$ cat src/rtl/step_control.sv
// Run/step/breakpoint controller that owns the datapath clock-enable.
// Define STEP_CONTROL_CYCLE_COUNTER_EN to build the 32-bit enabled-cycle counter.

module step_control #(
  parameter int unsigned DEBOUNCE_CYCLES = 50000,
  parameter int unsigned ADDR_WIDTH      = 16,
  parameter int unsigned CNT_WIDTH       = 16
) (
  input  logic                  i_oszClk,
  input  logic                  i_nReset,
  input  logic                  i_btnStep,
  input  logic                  i_swInstrNCycle,
  input  logic                  i_swStepNRun,
  input  logic                  i_swEnableBreakpoint,
  input  logic [ADDR_WIDTH-1:0] i_breakpointAddress,
  input  logic [ADDR_WIDTH-1:0] i_pc,
  input  logic                  i_instrStart,
  input  logic                  i_instrDone,
  output logic                  o_cpuEnable,
  output logic                  o_halted,
  output logic                  o_breakHit,
  output logic [31:0]           o_cycleCount
);

  localparam logic [2:0] ST_HALT       = 3'd0;
  localparam logic [2:0] ST_STEP_CYC   = 3'd1;
  localparam logic [2:0] ST_STEP_INSTR = 3'd2;
  localparam logic [2:0] ST_RUN        = 3'd3;
  localparam logic [2:0] ST_BREAK      = 3'd4;
  localparam logic [2:0] ST_RESUME     = 3'd5;

  localparam logic [CNT_WIDTH-1:0] DEB_MAX = CNT_WIDTH'(DEBOUNCE_CYCLES - 1);

  logic [3:0]           meta_q, meta_d, sync_q, sync_d;
  logic                 deb_q, deb_d;
  logic [CNT_WIDTH-1:0] cnt_q, cnt_d;
  logic [2:0]           state_q, state_d;
  logic                 btn_s, instr_s, step_mode, bp_en_s;
  logic                 step_pulse, bp_match;

  // The mode switch is carried inverted (run request) so the all-zero
  // reset value of the synchroniser means step mode, keeping HALT after reset.
  always_comb begin
    meta_d = {i_btnStep, i_swInstrNCycle, ~i_swStepNRun, i_swEnableBreakpoint};
    sync_d = meta_q;
  end

  assign btn_s     = sync_q[3];
  assign instr_s   = sync_q[2];
  assign step_mode = ~sync_q[1];
  assign bp_en_s   = sync_q[0];

  // The pulse fires in the same cycle the debounced level is about to rise.
  always_comb begin
    deb_d      = deb_q;
    cnt_d      = cnt_q;
    step_pulse = 1'b0;
    if (btn_s == deb_q) begin
      cnt_d = '0;
    end else if (cnt_q == DEB_MAX) begin
      deb_d      = ~deb_q;
      cnt_d      = '0;
      step_pulse = btn_s;
    end else begin
      cnt_d = cnt_q + CNT_WIDTH'(1);
    end
  end

  assign bp_match = bp_en_s & i_instrStart & (i_pc == i_breakpointAddress);

  always_comb begin
    state_d = state_q;
    case (state_q)
      ST_HALT: begin
        if (!step_mode)      state_d = ST_RUN;
        else if (step_pulse) state_d = instr_s ? ST_STEP_INSTR : ST_STEP_CYC;
      end
      ST_STEP_CYC:   state_d = ST_HALT;
      ST_STEP_INSTR: if (i_instrDone) state_d = ST_HALT;
      ST_RUN: begin
        if (bp_match)       state_d = ST_BREAK;
        else if (step_mode) state_d = ST_HALT;
      end
      ST_BREAK: begin
        if (step_pulse)     state_d = ST_RESUME;
        else if (step_mode) state_d = ST_HALT;
      end
      ST_RESUME: if (i_instrDone) state_d = step_mode ? ST_HALT : ST_RUN;
      default:   state_d = ST_HALT;
    endcase
  end

  // A breakpoint hit withholds the enable in the fetch cycle itself.
  always_comb begin
    o_cpuEnable = 1'b0;
    case (state_q)
      ST_RUN:                               o_cpuEnable = ~bp_match;
      ST_STEP_CYC, ST_STEP_INSTR, ST_RESUME: o_cpuEnable = 1'b1;
      default:                              o_cpuEnable = 1'b0;
    endcase
  end

  assign o_halted   = (state_q == ST_HALT) || (state_q == ST_BREAK);
  assign o_breakHit = (state_q == ST_BREAK);

  always_ff @(posedge i_oszClk or negedge i_nReset) begin
    if (!i_nReset) begin
      meta_q  <= '0;
      sync_q  <= '0;
      deb_q   <= 1'b0;
      cnt_q   <= '0;
      state_q <= ST_HALT;
    end else begin
      meta_q  <= meta_d;
      sync_q  <= sync_d;
      deb_q   <= deb_d;
      cnt_q   <= cnt_d;
      state_q <= state_d;
    end
  end

`ifdef STEP_CONTROL_CYCLE_COUNTER_EN
  logic [31:0] cycle_cnt_q, cycle_cnt_d;

  always_comb begin
    cycle_cnt_d = o_cpuEnable ? cycle_cnt_q + 32'd1 : cycle_cnt_q;
  end

  always_ff @(posedge i_oszClk or negedge i_nReset) begin
    if (!i_nReset) cycle_cnt_q <= '0;
    else           cycle_cnt_q <= cycle_cnt_d;
  end

  assign o_cycleCount = cycle_cnt_q;
`else
  assign o_cycleCount = '0;
`endif

endmodule

$ cat config.mk
export PLATFORM = sky130hd
export DESIGN_NAME = step_control
export DESIGN_NICKNAME = d
export VERILOG_FILES = /design/src/rtl/step_control.sv
export SDC_FILE = /design/constraint.sdc
export NUM_CORES = 1
export LEC_CHECK = 0
export ABC_AREA = 1
export CAP_MARGIN = 20
export CORE_UTILIZATION = 40
export CTS_CLUSTER_SIZE = 25
export DETAILED_ROUTE_END_ITERATION = 16
export PLACE_DENSITY = 0.77
export SKIP_CTS_REPAIR_TIMING = 1
export SYNTH_ARGS = -nofsm -noshare
export SYNTH_HDL_FRONTEND = slang
export SYNTH_SLANG_ARGS = --single-unit
$ cat constraint.sdc
create_clock -name i_oszClk -period 1.4 [get_ports i_oszClk]
set_input_delay 0.14 -clock i_oszClk [delete_from_list [all_inputs] [get_ports i_oszClk]]
set_output_delay 0.14 -clock i_oszClk [all_outputs]
set_load 0.03 [all_outputs]
* After elaboration in Yosys (flattened, before gate mapping) *
Cells that the tools add are included.

cells by class
  add/sub/neg operators = 1
  equality and inequality tests = 11
  mux-type cells = 15
  bitwise operators = 6
  reductions and logical operators = 5

operator list
  cell                   number
  $mux 16                2
  $mux 3                 7
  $add 16x1->16 const B  1
  $eq 16x16->1           1
  $eq 16x16->1 const B   1
  $pmux 3 s5             1
  $eq 3x2->1 const B     2
  $eq 3x3->1 const B     2
  $mux 2                 2
  $ne 2x2->1 const B     2
  $not 1->1              4
  $eq 3x1->1 const B     1
  $logic_not 3->1        1
  $ne 3x3->1 const B     1
  $reduce_and 3->1       1
  $reduce_or 3->1        1
  $and 1x1->1            2
  $mux 1                 2
  $pmux 1 s2             1
  $reduce_and 2->1       1
  $eq 1x1->1             1
  $logic_or 1x1->1       1

storage, ports and cells
  register bits = 28
  bits of input ports = 40
  output and inout port bits = 35
  logic and storage cells = 43

* Logic depth before layout (Yosys ltp) *
  depth after elaboration = 6
  mapped depth = 11
  gate-level depth less buffers = 11

* Worst setup path after synthesis *
OpenSTA, ideal clock, no wires.

  path type = register to register
  from = register state_q[0]
  to = register state_q[0]
  library setup time = 0.065 ns
  data arrival time = 1.533 ns
  path slack = -0.198 ns
  stages on the path, launching flop included = 6
  path buffers = 0
  period minus slack after synthesis = 1.598 ns
  cell sequence = dfrtp_1 nor3_1 a21oi_1 nand2_1 nand2_1 nand2_1

on the way
  elaborated cells on any way between the ends = 13
  classes of those cells = 7 x eq/ne; 4 x mux; 2 x reduce/logical

RTL lines
  element                 RTL line  text
  start, declared         37        logic [2:0] state_q, state_d;
  start signal, assigned  118       state_q <= state_d;
  $eq 3x3->1              -
  net o_breakHit          21        output logic o_breakHit,
  $pmux 3 s5              73        case (state_q)

The timed path passes the listed nets, and every way through them passes these cells.
A chain may end at the register's enable or synchronous reset.

* Final worst setup path *
  from = register cnt_q[0]
  to = register cnt_q[15]

on the way
  word-level cells in the longest chain between the ends = 3
  elaborated cells on any way between the ends = 4
  classes of those cells = 1 x add/sub; 1 x eq/ne; 2 x mux

ends and longest elaborated chain
  element                                        RTL line  text
  start, declared                                36        logic [CNT_WIDTH-1:0] cnt_q, cnt_d;
  start signal, assigned                         117       cnt_q <= cnt_d;
  $add 16x1->16 or $eq 16x16->1 (tied branches)  65, 60
  $mux 16 *                                      60        end else if (cnt_q == DEB_MAX) begin
  $mux 16 *                                      58        if (btn_s == deb_q) begin
  net cnt_d[15]                                  36

The timed path passes the listed nets; every way through them passes the cells marked *.

==> impl_results.md <==
* Required time worst endpoint at 1.62 ns
* Met3 usage at ~2.5%
* Full die area at between 0.005 and 0.006 sq mm
* Num ports at between 70 and 80
* Pin count of the biggest net entering global routing at 29
* Cells after DPL at slightly above 400
* Storage element area at 703 sq um
* Crit path buffers/inverters at 1
* Cells after Synth at about 270
* Sequential area share after synthesis at between 30 and 40%
* Top cell family by delay on the critical path: simple AND/OR/NAND/NOR gates
* Clock sink count at 28
* CTS buffer count at 3
* Vias in the first global route at approximately 1,700
* Max VDD drop at 588 uV
* Initial antenna violation count at 0
* GR peak layer: met2
* Post-route cell area at 0.00284 sq mm
* Clk slew on worst S/H paths at about 0.09 ns
* FFs w/ async S/R, synth at 100%
* Period utilization at 110%
* Non-filler cells in the finished layout at approximately 420
* Post-Syn Area at slightly below 0.002 sq mm
* Hold Path Class: input port to async pin
* Filler instances at between 300 and 400
* Met1 Resource Use GR at 20.2%
* Pwr per Cell Area at about 840 mW/mm^2
* Pins over their slew limit at 0
* Final Skew at between 0.002 and 0.0025 ns
* Syn_area_per_cell at around 7.2 sq um
* Via count at about 1,900
* CTS max path bufs at 2
* Area of the multi-input gates at about 0.0011 sq mm
* Met2 usage at between 20 and 30%
* DRC Markers at 0
* Initial drt markers at 126
* Routed Antenna Nets at 0
* Total grt overflow at 0
* Critical Path End Type: register
* Crit-path slowest cell: dfrtp_1
* Status: finished, violations left
* Worst Slack Setup Final at -0.139 ns
* Total Nets Final at between 300 and 400
* Number of synthesized flops with an enable pin at 0
* Critical Path Max Stage Delay at just over 0.4 ns
* Register bit total from synthesis at 28
* Tot GR Track Use at 16.3%
* Fmax at ~0.65 GHz
* Min Tclk post-route at 1.54 ns
* RSZ-0062 raised after global routing: true
* Yosys warns at 0
* Max_cap viols at 0
* N_diodes at 0
* Placed cell area at roughly 0.0025 sq mm
* Most common cell on crit path: nand3_1
* Top_reg_cell synth: dfrtp_1
* Post-synthesis cell type count at 29
* Final hold vios at 0
* Chip width at 72.1 um
* Port Buffers at 42
* Leak at 1.64 nW
* Final core utilization at between 60% and 70%
* Clock root cell: clkbuf_8
* WP data arrival at 1.76 ns
* CP Cell Sequence: buf_4, nand3_2, nor3_4, nand2_2, nor2_4, nand3_1, nand2_1, nand3_1, nor2_1
* Rows at 25
* Detailed Route WL at around 4700 um
* Tot Pwr at between 2 and 2.5 mW
* Layout cells sized above 1 at between 20% and 30%
* Worst Path Max Fanout at 4
* Drt first pass iters at 7
* Failing checks: negative setup slack
* Startpoint types: register
* Clock insertion delay at the later pin of the skew report at approximately 0.28 ns
* DP Worst Slack at -0.642 ns
* Via density at 4.55
* Layout overhead on the synthesized area at 44.6%
* CTS tree: yes
* Number of H-tree levels at 1
* Routed WL per cell at between 10 and 15 um
* Final setup fails at 8
* Core area at 0.00472 sq mm
* HPWL after detailed placement at around 3200 um
* Starting Density at a little over two fifths
* First-pass GRT wire length at between 6000 and 7000 um
* Chip Height at approximately 70 um
* Final GP Congestion at ~0.86
* CP Class: register to register
[layout make-up]
type | instances | area share (%)
clock buffer | 3 | 1.45
clock inverter | 1 | 1.06
inverter | 47 | 6.38
multi-input combinational | 197 | 37.8
sequential | 28 | 24.7
tap | 67 | 2.95
timing repair buffer | 72 | 25.6
[sequential cells by signal, indices dropped and copies added (netlist names)]
register / flops
cnt_q: 16
deb_q: 1
meta_q: 4
state_q: 3
sync_q: 4
[where the power goes]
group          internal [mW]  switching, mW
Sequential             0.852         0.0250
Clock                  0.383          0.259
Combinational          0.366          0.501
Total                   1.60          0.785
[Yosys cell counts (3+ instances only)]
library cell,count,share of area (%)
xor2_1,3,1.3
inv_1,44,8.4
nor3_2,3,1.5
nand2_1,64,12
nor3_1,4,1.0
buf_4,32,12
xnor2_1,6,2.7
nor4_1,5,1.6
nand3_1,10,2.5
o21ai_0,4,1.0
nor2_1,35,6.7
nand4_1,7,2.2
dfrtp_1,28,36
nand2_2,3,0.95
a21oi_1,5,1.3
[worst paths after layout]
| kind | from | to | slack (ns) | depth (start not counted) |
|---|---|---|---|---|
| setup / recovery | cnt_q[0] | cnt_q[15] | -0.14 | 9 |
| hold / removal | i_nReset | cnt_q[0] | 0.22 | 2 |
| setup reg to reg | cnt_q[0] | cnt_q[15] | -0.14 | 9 |
| hold reg to reg | meta_q[3] | sync_q[3] | 0.36 | 0 |
| max in group asynchronous | i_nReset | cnt_q[6] | 0.90 | 2 |
| min in group i_oszClk | i_btnStep | meta_q[3] | 0.29 | 1 |
[routing by layer]
metal	share of wire (%)	wire length [um]
met3	7.0	330
met1	39	1820
met4	1.9	91
met2	52	2460
met5	0	0
[cells in the final DEF, fill, tap and decap left out, types with 2 or more instances in the layout]
master and count:
nand3_1 7, nor2_4 2, nand2_2 3, nor4_1 3, clkbuf_8 3, xor2_1 3, buf_6 4, inv_1 41
xnor2_1 6, a21oi_1 5, nand4_1 7, dfrtp_2 2, conb_1 32, nor3b_1 2, nor2_1 29, nor3_4 5
clkdlybuf4s50_1 14, nor3_1 2, dlymetal6s2s_1 25, dfrtp_1 26, inv_4 2, nand3_2 4, buf_4 28, nor2_2 6
nand3b_1 2, o21ai_0 4, inv_2 4, nor3_2 2, nand2_1 63
[metrics by stage]
step / setup TNS (ns) / hold WS (ns)
2_1_floorplan: 0 / -0.156
3_3_place_gp: -1.46 / 0.334
3_5_place_dp: -1.65 / 0.340
4_1_cts: -1.16 / 0.234
5_1_grt: -1.98 / 0.252
6_report: -0.624 / 0.222
[cells by family after synthesis]
family	share of synthesized area, %
flops	35.6
compound gates	3.82
buf+inv	21.3
simple gates	34.4
other cells	0.191
xor+xnor	4.01
fa+ha+maj	0.636
(Power assumes the default switching activity.)
==> variant (same settings) <==
Build with the macro `STEP_CONTROL_CYCLE_COUNTER_EN` defined.
--- a/src/rtl/step_control.sv
+++ b/src/rtl/step_control.sv
@@ -1,5 +1,7 @@
 // Run/step/breakpoint controller that owns the datapath clock-enable.
 // Define STEP_CONTROL_CYCLE_COUNTER_EN to build the 32-bit enabled-cycle counter.
+
+`define STEP_CONTROL_CYCLE_COUNTER_EN
 
 module step_control #(
   parameter int unsigned DEBOUNCE_CYCLES = 50000,
Function: changed (a bounded check fails within 10 cycles, from zero or initial values and one cycle with i_nReset low).
==> variant against the original RTL <==
The run still ends with negative setup slack left; non-clock buffer count increased by 98; via count increased by 130%; routed wire length increased to 2.8 times the old value; sequential cell count increased by 32; global-route usage increased by 5.2 points; worst setup slack got worse by 0.10 ns; die area increased by 91%; final area increased by 120%; critical endpoint is now o_cycleCount[22]$_DFFE_PN0P_; cell count increased by 100%; total power increased to 2.6 times the old value; synthesized area increased by 94%.
==> variant: results (changes against the original RTL) <==
FINAL LAYOUT
---------------------------------------------------------------------------------
Final Instance Count excl. Fillers                                            839   was 415
Area occupied by registers                                              1540 um^2   was 703 um^2
Number of flip-flops in the largest register                                   32   was 16
Filler cell count                                                             640   was 384
Clock buf/inv share                                                        0.0317   was 0.0251
Clock Buffer Count                                                             12   was 3
Fraction of final layout cells with drive strength greater than 1           0.399   was 0.213

LOGIC SYNTHESIS
---------------------------------------------------------------------------------
Register area share after synthesis                                         0.394   was 0.356
Xor/xnor share of the synthesized area                                     0.0920   was 0.0401
Synth Area in Compound Gates                                               0.0578   was 0.0382
Synth cell count leaders                                             sky130_fd_sc_hd__nand2_1 (165), sky130_fd_sc_hd__nor2_1 (67), sky130_fd_sc_hd__dfrtp_1 (60), sky130_fd_sc_hd__inv_1 (55), sky130_fd_sc_hd__nand3_1 (34)   was sky130_fd_sc_hd__nand2_1 (64), sky130_fd_sc_hd__inv_1 (44), sky130_fd_sc_hd__nor2_1 (35), sky130_fd_sc_hd__buf_4 (32), sky130_fd_sc_hd__dfrtp_1 (28)

PLACED DESIGN
---------------------------------------------------------------------------------
Worst setup timing slack at the placement stage                         -0.378 ns   was -0.642 ns
Post-DP HPWL                                                              7970 um   was 3190 um
Instance area after placement                                           5330 um^2   was 2530 um^2

STA
---------------------------------------------------------------------------------
Worst hold-check slack                                                   0.230 ns   was 0.222 ns
Number of failing setup endpoints in the final timing report                   36   was 8
Setup clock skew after layout                                           0.0156 ns   was 0.00241 ns
Worst setup margin                                                      -0.243 ns   was -0.139 ns

FLOORPLAN
---------------------------------------------------------------------------------
Well-tap cell count                                                           129   was 67

OUTCOME
---------------------------------------------------------------------------------
Violations in the final reports                                      negative setup slack   unchanged
Result of the run                                                    finished, violations left   unchanged

POWER
---------------------------------------------------------------------------------
IR drop worst, VDD                                                         859 uV   was 588 uV

CLOCK NETWORK
---------------------------------------------------------------------------------
Number of buffers inserted during clock tree synthesis                          9   was 3
Skew-Pair Late Insertion Delay                                            0.35 ns   was 0.28 ns
Clock H-tree levels                                                             3   was 1
Register clock-pin slew on the reported worst setup and hold paths        0.07 ns   was 0.09 ns

WORST SETUP PATH
---------------------------------------------------------------------------------
Crit Reg-Reg Startpoint                                              o_cycleCount[12]$_DFFE_PN0P_   was cnt_q[0]$_DFF_PN0_
Maximum fanout along the worst path                                             2   was 4

DRT
---------------------------------------------------------------------------------
Via-to-Cell Ratio                                                            5.21   was 4.55
Drt pass-1 iters                                                                5   was 7
Routed length on met1                                                     5190 um   was 1820 um

==> variant: cell count changes in the layout (fill, tap and decap cells not counted), moves of 12 or more <==
| cell | change |
|---|---|
| sky130_fd_sc_hd__conb_1 | -32 |
| sky130_fd_sc_hd__nor2_4 | +13 |
| sky130_fd_sc_hd__dfrtp_2 | +26 |
| sky130_fd_sc_hd__nand2_1 | +77 |
| sky130_fd_sc_hd__o21ai_2 | +14 |
| sky130_fd_sc_hd__nand3_1 | +18 |
| sky130_fd_sc_hd__buf_6 | +12 |
| sky130_fd_sc_hd__nand2_2 | +16 |
| sky130_fd_sc_hd__inv_2 | +21 |
| sky130_fd_sc_hd__xor2_1 | +24 |
| sky130_fd_sc_hd__buf_4 | +53 |
| sky130_fd_sc_hd__nor2_2 | +13 |
| sky130_fd_sc_hd__dlymetal6s2s_1 | +33 |
==> variant: report_power, final <==
part           switching (W)  internal [W]  leakage [nW]
sequential          0.000171       0.00188         0.763
clock               0.000727      0.000914         0.102
combinational        0.00156       0.00107          2.90
